--- src/rtl/codificador_indices.sv ---
// codificador_indices
//
// Takes a 4-element permutation of {0,1,2,3} and computes its lexicographic
// rank (0..23) over several clock cycles. It walks the Lehmer code: for
// position i it counts the later elements that are smaller than element i,
// and weights that count by the factorial of the number of remaining
// positions (6, 2, 1). The rank is the inverse of gerador_indices, so feeding
// the generator output back in returns the original index.
//
// Optional feature: define CHECAGEM_PERM_EN to include the CHECK state.
// CHECK flags inputs that repeat an element. Without the macro, IDLE goes
// straight to C0, the result arrives one cycle earlier, and erro is tied to 0.
//
// Ports:
//   clock    - rising-edge clock
//   reset    - asynchronous, active-low reset
//   iniciar  - start request, sampled only while idle
//   perm     - permutation; perm[7:6] is element 0, perm[1:0] is element 3
//   indice   - rank in bits [4:0], zero-extended to SAIDA_W; held until the next result
//   pronto   - one-cycle pulse; indice/erro are valid in that cycle
//   ocupado  - high whenever the block is not idle
//   erro     - latched input was not a permutation (checking builds only)
module codificador_indices #(
  parameter int SAIDA_W = 16
) (
  input  logic               clock,
  input  logic               reset,
  input  logic               iniciar,
  input  logic [7:0]         perm,
  output logic [SAIDA_W-1:0] indice,
  output logic               pronto,
  output logic               ocupado,
  output logic               erro
);

  typedef enum logic [2:0] {
    IDLE,
`ifdef CHECAGEM_PERM_EN
    CHECK,
`endif
    C0,
    C1,
    C2,
    DONE
  } state_t;

  state_t               state_q, state_d;
  logic [7:0]           perm_q, perm_d;
  logic [4:0]           acc_q, acc_d;
  logic [SAIDA_W-1:0]   indice_q, indice_d;
`ifdef CHECAGEM_PERM_EN
  logic                 erro_q, erro_d;
  logic                 dup;
`endif

  logic [1:0] elem [4];
  logic [1:0] d0, d1, d2;
  logic [4:0] term;
  logic [4:0] sum;

  assign elem[0] = perm_q[7:6];
  assign elem[1] = perm_q[5:4];
  assign elem[2] = perm_q[3:2];
  assign elem[3] = perm_q[1:0];

  // Lehmer digits: the number of later elements smaller than element i.
  assign d0 = {1'b0, elem[1] < elem[0]} + {1'b0, elem[2] < elem[0]} + {1'b0, elem[3] < elem[0]};
  assign d1 = {1'b0, elem[2] < elem[1]} + {1'b0, elem[3] < elem[1]};
  assign d2 = {1'b0, elem[3] < elem[2]};

`ifdef CHECAGEM_PERM_EN
  // Four 2-bit values form a permutation exactly when no pair repeats.
  assign dup = (elem[0] == elem[1]) || (elem[0] == elem[2]) || (elem[0] == elem[3]) ||
               (elem[1] == elem[2]) || (elem[1] == elem[3]) || (elem[2] == elem[3]);
`endif

  // Weighted digit for the current step. d0*6 is built as d0*4 + d0*2.
  always_comb begin
    term = 5'd0;
    case (state_q)
      C0:      term = {1'b0, d0, 2'b00} + {2'b00, d0, 1'b0};
      C1:      term = {2'b00, d1, 1'b0};
      C2:      term = {3'b000, d2};
      default: term = 5'd0;
    endcase
  end

  // The largest digits are 3, 2 and 1, so the sum is at most 23.
  // That always fits in 5 bits.
  assign sum = acc_q + term;

  always_comb begin
    state_d  = state_q;
    perm_d   = perm_q;
    acc_d    = acc_q;
    indice_d = indice_q;
`ifdef CHECAGEM_PERM_EN
    erro_d   = erro_q;
`endif
    case (state_q)
      IDLE: begin
        if (iniciar) begin
          perm_d  = perm;
          acc_d   = 5'd0;
`ifdef CHECAGEM_PERM_EN
          state_d = CHECK;
`else
          state_d = C0;
`endif
        end
      end
`ifdef CHECAGEM_PERM_EN
      CHECK: begin
        if (dup) begin
          acc_d    = 5'd0;
          indice_d = '0;
          erro_d   = 1'b1;
          state_d  = DONE;
        end else begin
          state_d  = C0;
        end
      end
`endif
      C0: begin
        acc_d   = sum;
        state_d = C1;
      end
      C1: begin
        acc_d   = sum;
        state_d = C2;
      end
      C2: begin
        acc_d    = sum;
        indice_d = SAIDA_W'(sum);
`ifdef CHECAGEM_PERM_EN
        erro_d   = 1'b0;
`endif
        state_d  = DONE;
      end
      DONE:    state_d = IDLE;
      default: state_d = IDLE;
    endcase
  end

  always_ff @(posedge clock or negedge reset) begin
    if (!reset) begin
      state_q  <= IDLE;
      perm_q   <= 8'd0;
      acc_q    <= 5'd0;
      indice_q <= '0;
`ifdef CHECAGEM_PERM_EN
      erro_q   <= 1'b0;
`endif
    end else begin
      state_q  <= state_d;
      perm_q   <= perm_d;
      acc_q    <= acc_d;
      indice_q <= indice_d;
`ifdef CHECAGEM_PERM_EN
      erro_q   <= erro_d;
`endif
    end
  end

  assign indice  = indice_q;
  assign ocupado = (state_q != IDLE);
  assign pronto  = (state_q == DONE);
`ifdef CHECAGEM_PERM_EN
  assign erro    = erro_q;
`else
  assign erro    = 1'b0;
`endif

endmodule

--- config.mk ---
export PLATFORM = sky130hd
export DESIGN_NAME = codificador_indices
export DESIGN_NICKNAME = d
export VERILOG_FILES = /design/src/rtl/codificador_indices.sv
export SDC_FILE = /design/constraint.sdc
export NUM_CORES = 1
export LEC_CHECK = 0
export CORE_ASPECT_RATIO = 1.5
export CORE_MARGIN = 2
export CORE_UTILIZATION = 38
export CTS_CLUSTER_DIAMETER = 100
export DETAILED_ROUTE_END_ITERATION = 7
export GPL_ROUTABILITY_DRIVEN = 0
export PLACE_DENSITY = 0.64
export SYNTH_ARGS = -nofsm -noshare
export SYNTH_HDL_FRONTEND = slang
export SYNTH_SLANG_ARGS = --single-unit
--- constraint.sdc ---
create_clock -name clock -period 3.3 [get_ports clock]
set_clock_uncertainty 0.05 [all_clocks]
set_input_delay 0.33 -clock clock [delete_from_list [all_inputs] [get_ports clock]]
set_output_delay 0.33 -clock clock [all_outputs]
set_load 0.05 [all_outputs]
==> results of run 1 <==
cell usage in the layout (no fill, tap or decap), types with 4 or more instances in the layout:
master,netlist,routed
a21o_1,5,5
a21oi_1,6,5
clkdlybuf4s50_1,0,17
conb_1,1,12
dfrtp_1,21,21
ha_1,13,13
inv_1,11,11
mux2_2,4,4
nand2_1,13,13
nand2b_1,10,10
nor2_1,6,6
o21ai_0,9,9
o22ai_1,4,4
how the worst max path moves through the flow:
stage / startpoint / end / slack [ns] / cells after the start
2_1_floorplan: elem[7] / acc_q[4] / 0.37 / 12
3_3_place_gp: elem[7] / acc_q[4] / 0.24 / 13
3_5_place_dp: elem[7] / acc_q[4] / 0.18 / 13
4_1_cts: elem[7] / acc_q[4] / 0.15 / 13
5_1_grt: elem[7] / acc_q[4] / 0.02 / 13
6_report: elem[7] / acc_q[4] / 0.23 / 12
routing by layer:
metal	vias up	global-route usage	share of wire
met2	26	0.259	0.56
met4	0	0.0872	0.040
met1	452	0.137	0.36
li1	468	-	-
met3	10	0.0173	0.033
met5	-	0	0
logic make-up (layout without fill, tap and decap cells):
family	Yosys count	in the layout	synth area share
adders and majority gates	15	15	0.148
DFF	21	21	0.384
and+or+nand+nor	37	37	0.153
AOI/OAI and AO/OA	26	26	0.114
buffers and inverters	28	35	0.123
muxes	7	7	0.0558
other	1	12	0.00274
xor gates and xnor gates	3	3	0.0192
cells in the mapped netlist:
library cell  number  area share
nor2b_1            1      0.0046
nor2_8             1       0.015
dfrtp_1           21        0.38
a21oi_1            6       0.022
o21bai_2           1      0.0082
nand2b_1          10       0.046
nor3_1             1      0.0037
mux2_1             1      0.0082
nor4bb_1           1      0.0073
buf_6              2       0.016
buf_2              2      0.0073
nand3b_1           1      0.0055
nor2_1             6       0.016
o21ai_0            9       0.033
inv_1             11       0.030
or3_4              1      0.0082
ha_1              13        0.12
a211oi_1           1      0.0055
nand2_1           13       0.036
o22ai_1            4       0.018
conb_1             1      0.0027
fa_1               2       0.029
nor3b_1            2       0.011
buf_4             12       0.066
mux2i_1            2       0.015
xor2_1             2       0.013
a21o_1             5       0.027
clkbuf_1           1      0.0027
xnor2_1            1      0.0064
mux2_2             4       0.033
worst max-delay path, cell delays in order (launching register included):
cell	delay [ns]
dfrtp_1	0.36
inv_1	0.12
ha_1	0.25
a21o_1	0.18
fa_1	0.49
inv_1	0.09
nand2b_1	0.06
a21o_1	0.19
fa_1	0.42
nand2b_1	0.17
a21oi_2	0.19
mux2i_1	0.24
mux2i_1	0.19
sequential cells by signal, summed over array words and instances, names as in the netlist:
| register | count |
|---|---|
| indice | 5 |
| state_q | 3 |
| acc_q | 5 |
| elem | 8 |
stage by stage:
step | instance area [um2] | hold slack [ns]
after floorplan | 1410 | -0.0156
after global placement | 1510 | 0.412
after detailed placement | 1510 | 0.421
after CTS | 1560 | 0.439
after global routing | 1580 | 0.453
final | 1580 | 0.431
final cells by class:
type	count	area, um2
multi-input cells	100	719
inverters	11	41.3
well taps	42	52.6
flip-flops and latches	21	526
repair buffers	20	193
clock buffers	4	45.0
fillers	350	1840
repair_timing:
| item | in CTS | in global routing |
|---|---|---|
| resized for setup | 0 | 1 |
| setup buffers | 0 | 2 |
| setup endpoints to repair | 0 | 1 |
| hold endpoints to repair | 0 | 0 |
==> key figures, run 1 <==
Worst hold path
  • Min-Delay Path Class: register to register
  • Worst hold stages: 2
  • Min-Delay Startpoint: indice[2]
  • Hold Path End: indice[2]

GRT
  • First-pass GRT wire length: between 4 and 5 mm
  • Overflow after GRT: 0
  • Gr usage total: 0.140
  • Initial antenna violation count: 0
  • Number of global-route vias before repair: around 950
  • Largest net degree at the start of global routing: 22

Drt
  • Detail-routed via count per cell: around 4.8
  • Starting DRC count in detailed routing: 20
  • Post-route DRC: 0
  • 1st-pass router iterations: 4
  • DRT antenna net count: 0
  • DR WL/cell: between 10 and 15 um
  • Total Wirelength: 2.52 mm
  • Via count: between 900 and 1000

Cells and area
  • Antenna cell count: 0
  • Nets: 183
  • Area Overhead vs Synth: 15.3%
  • Share of cells above drive strength 1: 0.0897
  • Final non-filler cell total: a little under 200
  • Fin util: 0.462

Setup path
  • FF-to-FF End: acc_q[4]
  • CP Class: register to register
  • WP data arrival: approximately 3.2 ns
  • Worst Setup Start Kind: register
  • RR Startpoint: elem[7]
  • R2r worst-path depth: 12
  • CP required: 3.44 ns
  • CP Capture Type: register
  • R2r setup slk: between 0.2 and 0.25 ns
  • Max FO, Critical Path: 4

Timing
  • Period utilization: 0.930
  • Setup_tns: 0 ns
  • Relative slew slack: 0.340
  • Unrepaired setup endpoints after global routing: false
  • Final setup violation count: 0
  • Achievable Freq: around 330 MHz
  • Final hold viol count: 0
  • Slew Viols, Final: 0
  • Worst slew pin tran: 0.988 ns
  • Minimum clock period: about 3.1 ns
  • Final WS setup: around 0.23 ns

CTS
  • # H-tree levels: 1
  • Clock Sinks: 21
  • Clock Pin Slew Worst Setup and Hold Paths: about 0.070 ns
  • Worst-Skew Late Latency: 0.26 ns
  • TritonCTS clock tree: done
  • Worst-case clock buffer depth: 2
  • Hold-fix buffers, CTS: 0
  • CTS Root Cell: clkbuf_8
  • TritonCTS buffer count: 3

Flow run
  • Max Cap Viol: 0

Yosys
  • Sequential fraction of the synthesis area: 0.384
  • #FFs+latches synth: 21
  • Netlist Area Pre-Place: around 1400 um2
  • Library cells used by synthesis: 30
  • Syn Area/Cell: a little under 10 um2
  • Cells after Synth: around 140
  • YS warnings: 0

Floorplan
  • Starting density of the core: 0.400
  • Boundary Pins: 30
  • Number of placement rows: 26
  • DIE HEIGHT: between 70 and 80 um
  • DIE AREA: ~4100 um2
  • Core area: around 3400 um2
  • Die Wd: around 53 um

Place
  • Input/output buffers: 17
  • Placed insts: 192
  • DP HPWL: about 1.9 mm
  • Place WS: roughly 0.18 ns

Run status
  • Outcome: complete, no violations
Power of run 1 is not shown: default switching activity piles up to over one toggle a cycle in this logic, so the estimate is an artifact.
==> run 2: changes to the inputs <==
Settings changed: CAP_MARGIN set to 15.
==> results of run 2 <==
Final layout, timing and power as in run 1 (identical DEF).
Power of run 2 is left out for the same reason.
